===== config.mk =====
export PLATFORM = sky130hd
export DESIGN_NAME = rf_wb_arbiter
export DESIGN_NICKNAME = d
export VERILOG_FILES = /design/src/rtl/rf_wb_arbiter.sv
export SDC_FILE = /design/constraint.sdc
export NUM_CORES = 1
export LEC_CHECK = 0
export CORE_MARGIN = 5
export CORE_UTILIZATION = 33
export DETAILED_ROUTE_END_ITERATION = 7
export GPL_TIMING_DRIVEN = 0
export MAX_ROUTING_LAYER = met4
export PLACE_DENSITY_LB_ADDON = 0.08
export SLEW_MARGIN = 20
export SYNTH_ARGS = -nofsm -noshare
export SYNTH_HDL_FRONTEND = slang
export SYNTH_SLANG_ARGS = --single-unit

===== constraint.sdc =====
create_clock -name clk -period 10.7 [get_ports clk]
set_input_delay 1.07 -clock clk [delete_from_list [all_inputs] [get_ports clk]]
set_output_delay 1.07 -clock clk [all_outputs]
set_load 0.02 [all_outputs]

===== src/rtl/rf_wb_arbiter.sv =====
// rf_wb_arbiter: grants up to two of four writeback sources per cycle onto the register file write ports.
// Optional RF_WB_PERF_CNT_EN adds conflict_cnt_o, a count of cycles with at least one ungranted request.
module rf_wb_arbiter #(
    parameter int DATA_WIDTH = 64,
    parameter int STARVE_MAX = 8
) (
    input  logic                    clk,
    input  logic                    reset,
    input  logic [3:0]              req_valid_i,
    input  logic [19:0]             req_rd_i,
    input  logic [4*DATA_WIDTH-1:0] req_data_i,
    output logic [3:0]              req_ready_o,
    output logic                    wr0_en_o,
    output logic [4:0]              wr0_addr_o,
    output logic [DATA_WIDTH-1:0]   wr0_data_o,
    output logic                    wr1_en_o,
    output logic [4:0]              wr1_addr_o,
    output logic [DATA_WIDTH-1:0]   wr1_data_o,
    output logic [1:0]              urgent_o
`ifdef RF_WB_PERF_CNT_EN
    ,
    output logic [31:0]             conflict_cnt_o
`endif
);
    logic [4:0]            rd  [4];
    logic [DATA_WIDTH-1:0] dat [4];
    logic [7:0]            cnt_l, cnt_m;
    logic                  rr, rr_next, urg_l, urg_m;
    logic [5:0]            cand;
    logic [1:0]            src [6];
    logic [3:0]            grant;
    logic [1:0]            n, s0, s1;

    for (genvar i = 0; i < 4; i++) begin : g_unpack
        assign rd[i]  = req_rd_i[5*i +: 5];
        assign dat[i] = req_data_i[DATA_WIDTH*i +: DATA_WIDTH];
    end

    assign urg_l    = cnt_l == 8'(STARVE_MAX);
    assign urg_m    = cnt_m == 8'(STARVE_MAX);
    assign urgent_o = {urg_m, urg_l};

    // Candidate list in rank order; the first two asserted entries win the ports.
    assign cand = {rr ? req_valid_i[2] & ~urg_l : req_valid_i[3] & ~urg_m,
                   rr ? req_valid_i[3] & ~urg_m : req_valid_i[2] & ~urg_l,
                   req_valid_i[1], req_valid_i[0],
                   req_valid_i[3] & urg_m, req_valid_i[2] & urg_l};
    assign src  = '{2'd2, 2'd3, 2'd0, 2'd1, rr ? 2'd3 : 2'd2, rr ? 2'd2 : 2'd3};

    always_comb begin
        grant   = '0;
        n       = '0;
        s0      = '0;
        s1      = '0;
        rr_next = rr;
        for (int k = 0; k < 6; k++) begin
            if (cand[k] && n < 2'd2) begin
                grant[src[k]] = 1'b1;
                if (n == 2'd0) s0 = src[k];
                else s1 = src[k];
                if (k >= 4) rr_next = src[k] == 2'd2;
                n = n + 2'd1;
            end
        end
    end

    assign req_ready_o = reset ? 4'b0 : grant;

    always_ff @(posedge clk or posedge reset) begin
        if (reset) begin
            wr0_en_o   <= 1'b0;
            wr0_addr_o <= '0;
            wr0_data_o <= '0;
            wr1_en_o   <= 1'b0;
            wr1_addr_o <= '0;
            wr1_data_o <= '0;
            cnt_l      <= '0;
            cnt_m      <= '0;
            rr         <= 1'b0;
        end else begin
            // Same-rd pair: the later-ranked port 1 write survives.
            wr0_en_o <= n != 2'd0 && rd[s0] != 5'd0 && !(n == 2'd2 && rd[s0] == rd[s1]);
            wr1_en_o <= n == 2'd2 && rd[s1] != 5'd0;
            if (n != 2'd0) begin
                wr0_addr_o <= rd[s0];
                wr0_data_o <= dat[s0];
            end
            if (n == 2'd2) begin
                wr1_addr_o <= rd[s1];
                wr1_data_o <= dat[s1];
            end
            rr    <= rr_next;
            cnt_l <= (!req_valid_i[2] || grant[2]) ? 8'd0 : urg_l ? cnt_l : cnt_l + 8'd1;
            cnt_m <= (!req_valid_i[3] || grant[3]) ? 8'd0 : urg_m ? cnt_m : cnt_m + 8'd1;
        end
    end

`ifdef RF_WB_PERF_CNT_EN
    always_ff @(posedge clk or posedge reset) begin
        if (reset) conflict_cnt_o <= '0;
        else conflict_cnt_o <= conflict_cnt_o + 32'(|(req_valid_i & ~grant));
    end
`endif
endmodule


Yosys cells after proc, flatten, opt, wreduce, memory -nomap -nowiden
Index checks and enable logic that the tools add are counted.
Widths: inputs -> output; s select.
{"block": "totals", "output_inout_bits": 146, "elab_cells": 130, "regBits": 157}
{"block": "op_classes", "n_addsub": 7, "n_bitwise": 10, "eq_ne": 8, "magnitude_cmp": 11, "reduce_logical": 25, "n_mux": 60}
{"op": "$bmux 64 s2", "n": 2}
{"op": "$mux 64", "n": 4}
{"op": "$mux 2", "n": 27}
{"op": "$mux 8", "n": 4}
{"op": "$bmux 5 s2", "n": 2}
{"op": "$mux 5", "n": 4}
{"op": "$add 8x1->8 const B", "n": 2}
{"op": "$eq 8x4->1 const B", "n": 2}
{"op": "$mux 4", "n": 4}
{"op": "$logic_and 1x1->1", "n": 11}
{"op": "$logic_not 2->1", "n": 5}
{"op": "$mux 1", "n": 10}
{"op": "$reduce_bool 5->1", "n": 2}
{"op": "$add 2x1->2 const B", "n": 4}
{"op": "$lt 2x2->1 const B", "n": 4}
{"op": "$or 4x4->4", "n": 2}
{"op": "$eq 2x2->1 const B", "n": 3}
{"op": "$ge 3x3->1 const B", "n": 2}
{"op": "$lt 2x3->1 const B", "n": 2}
{"op": "$not 2->3", "n": 2}
{"op": "$eq 5x5->1", "n": 1}
{"op": "$and 1x1->1", "n": 4}
{"op": "$demux 1 s2", "n": 2}
{"op": "$ge 2x1->1 const B", "n": 2}
{"op": "8 further kinds", "n": 14}

Logic depth before layout (Yosys ltp)
Gate-level depths: netlist of run 1.
{"block": "logic_depth", "depth_word": 26, "mapped_depth": 25, "depth_no_buf": 22}

Least setup slack after synthesis of run 1
OpenSTA, ideal clock, no wires.
{"block": "synth_timing", "path_kind": "input port to flip-flop", "startpoint": "input req_valid_i[3]", "endpoint": "register wr0_en_o", "path_slack_ps": 5749, "setup_ps": 124, "t_required_ps": 10576, "n_path_buf": 1, "path_stages": 18, "arrival_time_ps": 4827, "path_cell_list": "nand2_1 -> inv_1 -> ha_1 -> nor2b_1 -> xnor2_1 -> ha_1 -> a221oi_1 -> xnor3_1 -> inv_1 -> a21boi_0 -> ha_1 -> a21oi_1 -> or2_1 -> buf_2 -> mux4_2 -> xor2_1 -> nand4_1 -> o31a_1"}
{"block": "synth_between", "elab_chain_cells": 23}
{"item": "start, declared", "line": "9", "text": "input logic [3:0] req_valid_i,"}
{"item": "$and 1x1->1", "line": "47", "text": "req_valid_i[3] & urg_m, req_valid_i[2] & urg_l};"}
{"item": "$logic_and 1x1->1", "line": "57", "text": "if (cand[k] && n < 2'd2) begin"}
{"item": "$mux 2", "line": "57"}
{"item": "$lt 2x2->1", "line": "57"}
{"item": "$logic_and 1x1->1", "line": "57"}
{"item": "$mux 2", "line": "57"}
{"item": "$lt 2x2->1", "line": "57"}
{"item": "$logic_and 1x1->1", "line": "57"}
{"item": "[... 6 more ...]"}
{"item": "$mux 2", "line": "57"}
{"item": "$not 2->3 (not written as such)", "line": "82", "text": "wr0_en_o <= n != 2'd0 && rd[s0] != 5'd0 && !(n == 2'd2 && rd[s0] == rd[s1]);"}
{"item": "$bmux 5 s2", "line": "82"}
{"item": "$mux 5 (not written as such) (2 in series)", "line": "82"}
{"item": "$eq 5x5->1", "line": "82"}
{"item": "$logic_and 1x1->1", "line": "82"}
{"item": "$logic_not 1->1", "line": "82"}
{"item": "$logic_and 1x1->1 *", "line": "82"}
{"item": "end signal, assigned", "line": "82"}
{"item": "end, declared", "line": "13", "text": "output logic wr0_en_o,"}
Every way passes the cells marked *; elsewhere a longest branch is shown, timed or not. The select of a mux whose other input is x is not followed.
A chain may end at the register's enable or synchronous reset.

Worst setup path in the final report of run 1
{"block": "layout_timing", "startpoint": "input req_valid_i[3]", "endpoint": "output req_ready_o[3]"}
{"block": "layout_between", "elab_chain_cells": 16}
{"item": "$and 1x1->1", "line": "47"}
{"item": "$logic_and 1x1->1", "line": "57"}
{"item": "$mux 2", "line": "57"}
{"item": "$lt 2x2->1", "line": "57"}
{"item": "$logic_and 1x1->1", "line": "57"}
{"item": "$mux 2", "line": "57"}
{"item": "$lt 2x2->1", "line": "57"}
{"item": "$logic_and 1x1->1", "line": "57"}
{"item": "$mux 2", "line": "57"}
{"item": "$lt 2x2->1", "line": "57"}
{"item": "$logic_and 1x1->1", "line": "57"}
{"item": "$mux 2", "line": "57"}
{"item": "$lt 2x2->1", "line": "57"}
{"item": "$logic_and 1x1->1", "line": "57"}
{"item": "$mux 4 *", "line": "57"}
{"item": "$mux 4 *", "line": "67", "text": "assign req_ready_o = reset ? 4'b0 : grant;"}
{"item": "end, declared", "line": "12", "text": "output logic [3:0] req_ready_o,"}
Every way passes the cells marked *; elsewhere a longest branch is shown, timed or not.

==> results of run 1 <==
==> layer usage <==
layer  global-route usage  share of wire
met5                    -              0
met4                0.110          0.039
met3               0.0666          0.092
met2                0.438           0.46
met1                0.349           0.41
==> cells by family after synthesis <==
family	share of synthesized area
mux	0.0345
buf+inv	0.0561
fa+ha+maj	0.0128
xor+xnor	0.0208
flops	0.365
simple gates	0.363
compound gates	0.147
==> final timing paths <==
check / start / to / slack, ns
min: wr1_data_o[25] / wr1_data_o[25] / 0.48
max in group asynchronous: reset / wr0_data_o[38] / 8.56
max reg2reg: cnt_m[2] / wr0_data_o[50] / 4.69
min reg2reg: wr1_data_o[25] / wr1_data_o[25] / 0.48
min in group asynchronous: reset / wr1_data_o[4] / 1.26
max: req_valid_i[3] / req_ready_o[3] / 4.28
==> stage by stage <==
stage / util / cells / worst slack, ns / cell area (um2) / hold slack [ns]
global placement: 0.481 / 2501 / 2.43 / 15600 / 0.461
global route: 0.501 / 2541 / 4.09 / 16200 / 0.503
finish: 0.501 / 2541 / 4.28 / 16200 / 0.480
floorplan: - / 1633 / 5.40 / 10800 / 0.455
CTS: 0.500 / 2534 / 4.38 / 16200 / 0.485
detailed placement: 0.482 / 2502 / 4.09 / 15600 / 0.469
==> final cells by class <==
| type | instances | area, um2 | share of cell area |
|---|---|---|---|
| clock buffer | 20 | 457 | 0.0282 |
| tap | 442 | 553 | 0.0341 |
| sequential | 157 | 3930 | 0.242 |
| buffer | 122 | 528 | 0.0326 |
| multi-input combinational | 1334 | 6220 | 0.384 |
| antenna | 7 | 17.5 | 0.00108 |
| clock inverter | 12 | 136 | 0.00841 |
| inverter | 20 | 82.6 | 0.00509 |
| timing repair buffer | 427 | 4290 | 0.265 |
==> flip-flops by register name, summed over array words and instances (netlist names) <==
signal and count:
wr0_en_o 1, wr0_data_o 64, wr1_addr_o 5, wr1_en_o 1, cnt_l 8, cnt_m 8, wr1_data_o 64, wr0_addr_o 5
rr 1
==> power by group through the flow <==
stage	logic, uW	registers, uW	clock network [uW]
2_1_floorplan	1140	1350	0
3_3_place_gp	2700	1050	0
3_5_place_dp	2720	1050	0
4_1_cts	2730	1040	657
5_1_grt	2950	1080	677
6_report	2720	1040	646
==> worst max-delay path: stages <==
cell	delay, ns
clkdlybuf4s50_1	0.54
nand2_1	0.21
inv_1	0.10
ha_1	0.30
nor2b_1	0.34
xnor2_1	0.18
ha_1	0.31
a221oi_1	0.34
xnor3_1	0.36
o311ai_0	0.72
a21oi_1	0.28
clkdlybuf4s50_1	0.60
==> layout by cell type, fill, tap and decap left out, drive strengths merged, types with 4 or more instances in the layout <==
cell             n
a21oi            7
a31oi            4
buf             42
clkbuf         101
clkdlybuf4s50  426
clkinv           5
dfrtp          157
diode            7
ha              11
inv             22
mux2            11
mux2i           14
mux4             4
nand2          596
nand2b           4
nand3          140
nor2           217
o21ai          267
xnor2           10
xor2            13
==> results.py, run 1 <==
metrics = {
    "run_status": {
        "status": "finished clean",
    },
    "synth": {
        "yosysUniqueCellTypes": 55,
        "synth_nets": 1926,
        "yosys.area.top_type": "dfrtp_1",
        "synth-edff-count": 0,
        "synth_cells": 1633,
        "ys_ff_latch": 157,
        "synth.top_cells.by_area": "dfrtp_1 37%, nand2_1 21%, o21ai_0 12%",
        "avgSynthCellArea_um2": 6.58,
        "seq_area_frac_synth": 0.365,
        "synthTopCellsByCount": "596 x nand2_1, 252 x o21ai_0, 217 x nor2_1",
        "ys_async_sr_fraction": 1.00,
        "synth_area_um2": 10800,
        "synthFlopType": "dfrtp_1",
        "synth.most_common_cell": "nand2_1",
        "synth_top_cell_area_share": 0.365,
        "yosys_warnings": 0,
    },
    "clock_tree": {
        "htreeDepth": 4,
        "postCtsHoldBufs": 0,
        "cts_resized": 0,
        "cts.clk_slew.worst_paths_ns": 0.07,
        "numClockSinks": 157,
        "numCtsBuffers": 17,
        "worst_skew_pair.late_latency_ns": 0.44,
        "post-cts-setup-buffers": 0,
        "cts_tree": "done",
        "clock_path_buffers": 2,
        "cts_root_buf": "clkbuf_16",
    },
    "critical_path": {
        "r2r_cells": 23,
        "crit_type": "in -> out",
        "crit_fanout": 8,
        "setup.worst_path.end_class": "output port",
        "crit_required_ns": 9.63,
        "start_kind": "primary input",
        "cp.arrival_ns": 5.35,
    },
    "power_and_ir_drop": {
        "clock_power_share": 0.147,
        "p_leak_uw": 0.00700,
        "p_switching_uw": 2150,
        "swShare": 0.487,
        "p_comb_frac": 0.617,
        "seqPwrFrac": 0.237,
        "vdd_drop_max_uv": 128,
        "power.internal_uw": 2260,
        "powerDensity_nw_per_um2": 272,
        "power_uw": 4410,
    },
    "timing": {
        "hold_viol_final": 0,
        "final.setup_skew_ns": 0.0155,
        "setup_viol": 0,
        "finalCriticalPeriod_ns": 6.42,
        "fin_setup_tns_ns": 0,
        "slew_violations": 0,
        "period_share": 0.600,
        "worst_pin_slew_ns": 0.894,
        "rsz0062_at_grt": "false",
        "max_freq_ghz": 0.156,
        "maxSlewHeadroom": 0.404,
    },
    "floorplanning": {
        "die_height_um": 190,
        "boundaryPins": 428,
        "die_area_um2": 36300,
        "row_count": 66,
        "fp.dieW_um": 190,
        "start_util": 0.332,
        "core_region_area_um2": 32400,
    },
    "placement": {
        "gp_congestion": 0.931,
        "port_buffers": 426,
        "dpl.hpwl_um": 38800,
    },
    "run": {
        "drv_cap": 0,
    },
    "global_route": {
        "gr-usage-all-layers": 0.279,
        "grt_max_degree": 91,
        "first_global_vias": 12700,
        "grt_pass1_wl_um": 75900,
        "antenna_found_initial": 7,
        "grt_overflow": 0,
    },
    "drt": {
        "routed_wirelength_um": 51400,
        "drtIter0Drc": 1018,
        "routed_via_density": 5.14,
        "ant_nets": 0,
        "post_drt_wl_per_cell_um": 20.2,
        "vias": 13100,
        "dr.pass1.iters": 5,
        "drc": 0,
    },
    "worst_hold_path": {
        "holdPathStages": 2,
        "hp-class": "reg -> reg",
    },
    "final_layout": {
        "nFillCells": 3332,
        "num-nets-final": 2372,
        "drive_above_1_share": 0.0464,
        "syn_to_final_growth_pct": 50.8,
    },
}
(Power assumes the default switching activity.)
==> run 2: changes to the inputs <==
- clock period: 10.7 -> 6.2 ns (I/O delays scaled with it)
==> run 2 against run 1 <==
- clock skew is 0.0022 ns lower
- combinational power is 72% higher
- utilization barely moved
- global-route usage unchanged
- register-to-register slack got worse by 4.2 ns
- sequential power is 73% higher
- die area stayed put
- first-iteration DRC count decreased by 4.1%
- highest routed layer unchanged
==> results.py, run 2 (synthesis results as in run 1) <==
metrics = {
    "drt": {
        "ant_nets": 0,
        "routed_via_density": 5.16,
        "vias": 13100,
        "routed_wirelength_um": 51300,
        "drtIter0Drc": 976,
        "post_drt_wl_per_cell_um": 20.2,
        "drc": 0,
        "dr.pass1.iters": 6,
    },
    "final_layout": {
        "layout.area.seq_um2": 3930,
        "drive_above_1_share": 0.0502,
        "largestRegisters": "wr0_data_o: 64 flops, wr1_data_o: 64 flops",
        "final_cell_mix": "596 x nand2_1, 426 x clkdlybuf4s50_1, 252 x o21ai_0, 217 x nor2_1, 157 x dfrtp_1",
        "num-nets-final": 2372,
        "multi_input_area_um2": 6220,
        "syn_to_final_growth_pct": 50.9,
        "stdcell_count": 2541,
        "nFillCells": 3337,
        "final_common_cell": "nand2_1",
    },
    "global_route": {
        "grt_overflow": 0,
        "grt_max_degree": 91,
        "grt_util_met1": 0.349,
        "met3_usage": 0.0666,
        "grt_pass1_wl_um": 75900,
        "gr-usage-all-layers": 0.279,
        "antenna_found_initial": 7,
        "grt_most_used_layer": "met2",
        "first_global_vias": 12700,
        "use_met2": 0.438,
    },
    "timing": {
        "max_freq_ghz": 0.173,
        "slew_violations": 0,
        "hold_ws_ns": 0.479,
        "final.setup_skew_ns": 0.0133,
        "worst_pin_slew_ns": 0.764,
        "hold_viol_final": 0,
        "rsz0062_at_grt": "false",
        "maxSlewHeadroom": 0.484,
        "setup_viol": 0,
        "period_share": 0.933,
        "finalCriticalPeriod_ns": 5.79,
    },
    "clock_tree": {
        "cts_tree": "done",
        "htreeDepth": 4,
        "post-cts-setup-buffers": 0,
        "postCtsHoldBufs": 0,
        "numCtsBuffers": 17,
        "cts.clk_slew.worst_paths_ns": 0.06,
        "worst_skew_pair.late_latency_ns": 0.44,
        "cts_root_buf": "clkbuf_16",
        "clock_path_buffers": 2,
        "numClockSinks": 157,
    },
    "critical_path": {
        "start_kind": "flop",
        "crit_fanout": 8,
        "worstSetupStartpoint": "cnt_m[2]",
        "r2r_start": "cnt_m[2]",
        "cp.arrival_ns": 5.17,
        "crit_required_ns": 5.58,
        "reg2reg_slack_ns": 0.48,
        "crit_type": "reg -> out",
        "setup.worst_path.end_class": "output port",
    },
    "power_and_ir_drop": {
        "powerDensity_nw_per_um2": 469,
        "power_uw": 7610,
        "vdd_drop_max_uv": 219,
        "p_leak_uw": 0.00702,
    },
    "floorplanning": {
        "die_area_um2": 36300,
        "die_height_um": 190,
        "boundaryPins": 428,
        "fp.dieW_um": 190,
        "row_count": 66,
        "core_region_area_um2": 32400,
        "start_util": 0.332,
    },
    "run": {
        "drv_cap": 0,
    },
    "worst_hold_path": {
        "hold_path.startpoint": "wr1_data_o[36]",
        "hp-class": "reg -> reg",
    },
    "run_status": {
        "status": "finished clean",
    },
    "placement": {
        "port_buffers": 426,
        "gp_congestion": 0.931,
        "dpl.hpwl_um": 38800,
        "dp_cells": 2502,
    },
}
[run 2: changes by cell type in the layout (fill, tap and decap cells not counted), sizes merged]
cell,previous run,this run
clkbuf,101,102
buf,42,41
[run 2: repair_timing]
item,4_1_cts,5_1_grt
endpoints found under the hold margin,0,0
setup endpoints to repair,0,127
gates resized for setup,0,17
[run 2: path summary, 6_finish.rpt]
check / to / cells past startpoint
hold / removal: wr1_data_o[36] / 2
min in group asynchronous: wr1_data_o[4] / 2
hold reg to reg: wr1_data_o[36] / 2
setup / recovery: req_ready_o[3] / 13
max in group asynchronous: wr0_data_o[39] / 3
setup reg to reg: wr1_data_o[41] / 22
[run 2: report_power, final]
group          leakage, uW  switching, uW  internal (uW)
clock             0.000283            494            619
combinational      0.00483           2920           1770
sequential         0.00191            285           1520
[run 2: through the flow]
step	instance area (um2)	setup slack (ns)	TNS (ns)	utilization
after global routing	16200	0.0179	0	0.501
after floorplan	10800	1.35	0	-
after CTS	16200	0.165	0	0.500
after detailed placement	15600	0.0355	0	0.482
final	16200	0.415	0	0.501
after global placement	15600	-1.62	-252.88	0.481
[run 2: cell type report]
| class | instances | share of cell area |
|---|---|---|
| tap | 442 | 0.0341 |
| timing repair buffer | 427 | 0.265 |
| inverter | 20 | 0.00509 |
| buffer | 122 | 0.0332 |
| sequential | 157 | 0.242 |
| multi-input combinational | 1334 | 0.383 |
| antenna | 7 | 0.00108 |
| clock inverter | 12 | 0.00841 |
| clock buffer | 20 | 0.0282 |
[run 2: routing by layer]
layer | wire (um) | vias up
li1 | - | 6229
met1 | 20900 | 6129
met2 | 23500 | 631
met3 | 4840 | 116
met4 | 2060 | 0
met5 | 0 | -
[run 2: worst max-delay path: stages, from the launching register on]
cell and delay [ns]:
dfrtp_1 0.44, or3_1 0.36, nor4_1 0.30, nand2_1 0.20, inv_1 0.14, ha_1 0.32
nor2b_1 0.16, xnor2_1 0.16, ha_1 0.36, a221oi_1 0.34, xnor3_1 0.36, o311ai_0 0.72
a21oi_1 0.27, clkdlybuf4s50_1 0.60
==> run 3: changes to the inputs <==
- CAP_MARGIN: unset -> 20
==> results of run 3 <==
Final layout, timing and power as in run 2 (identical DEF).
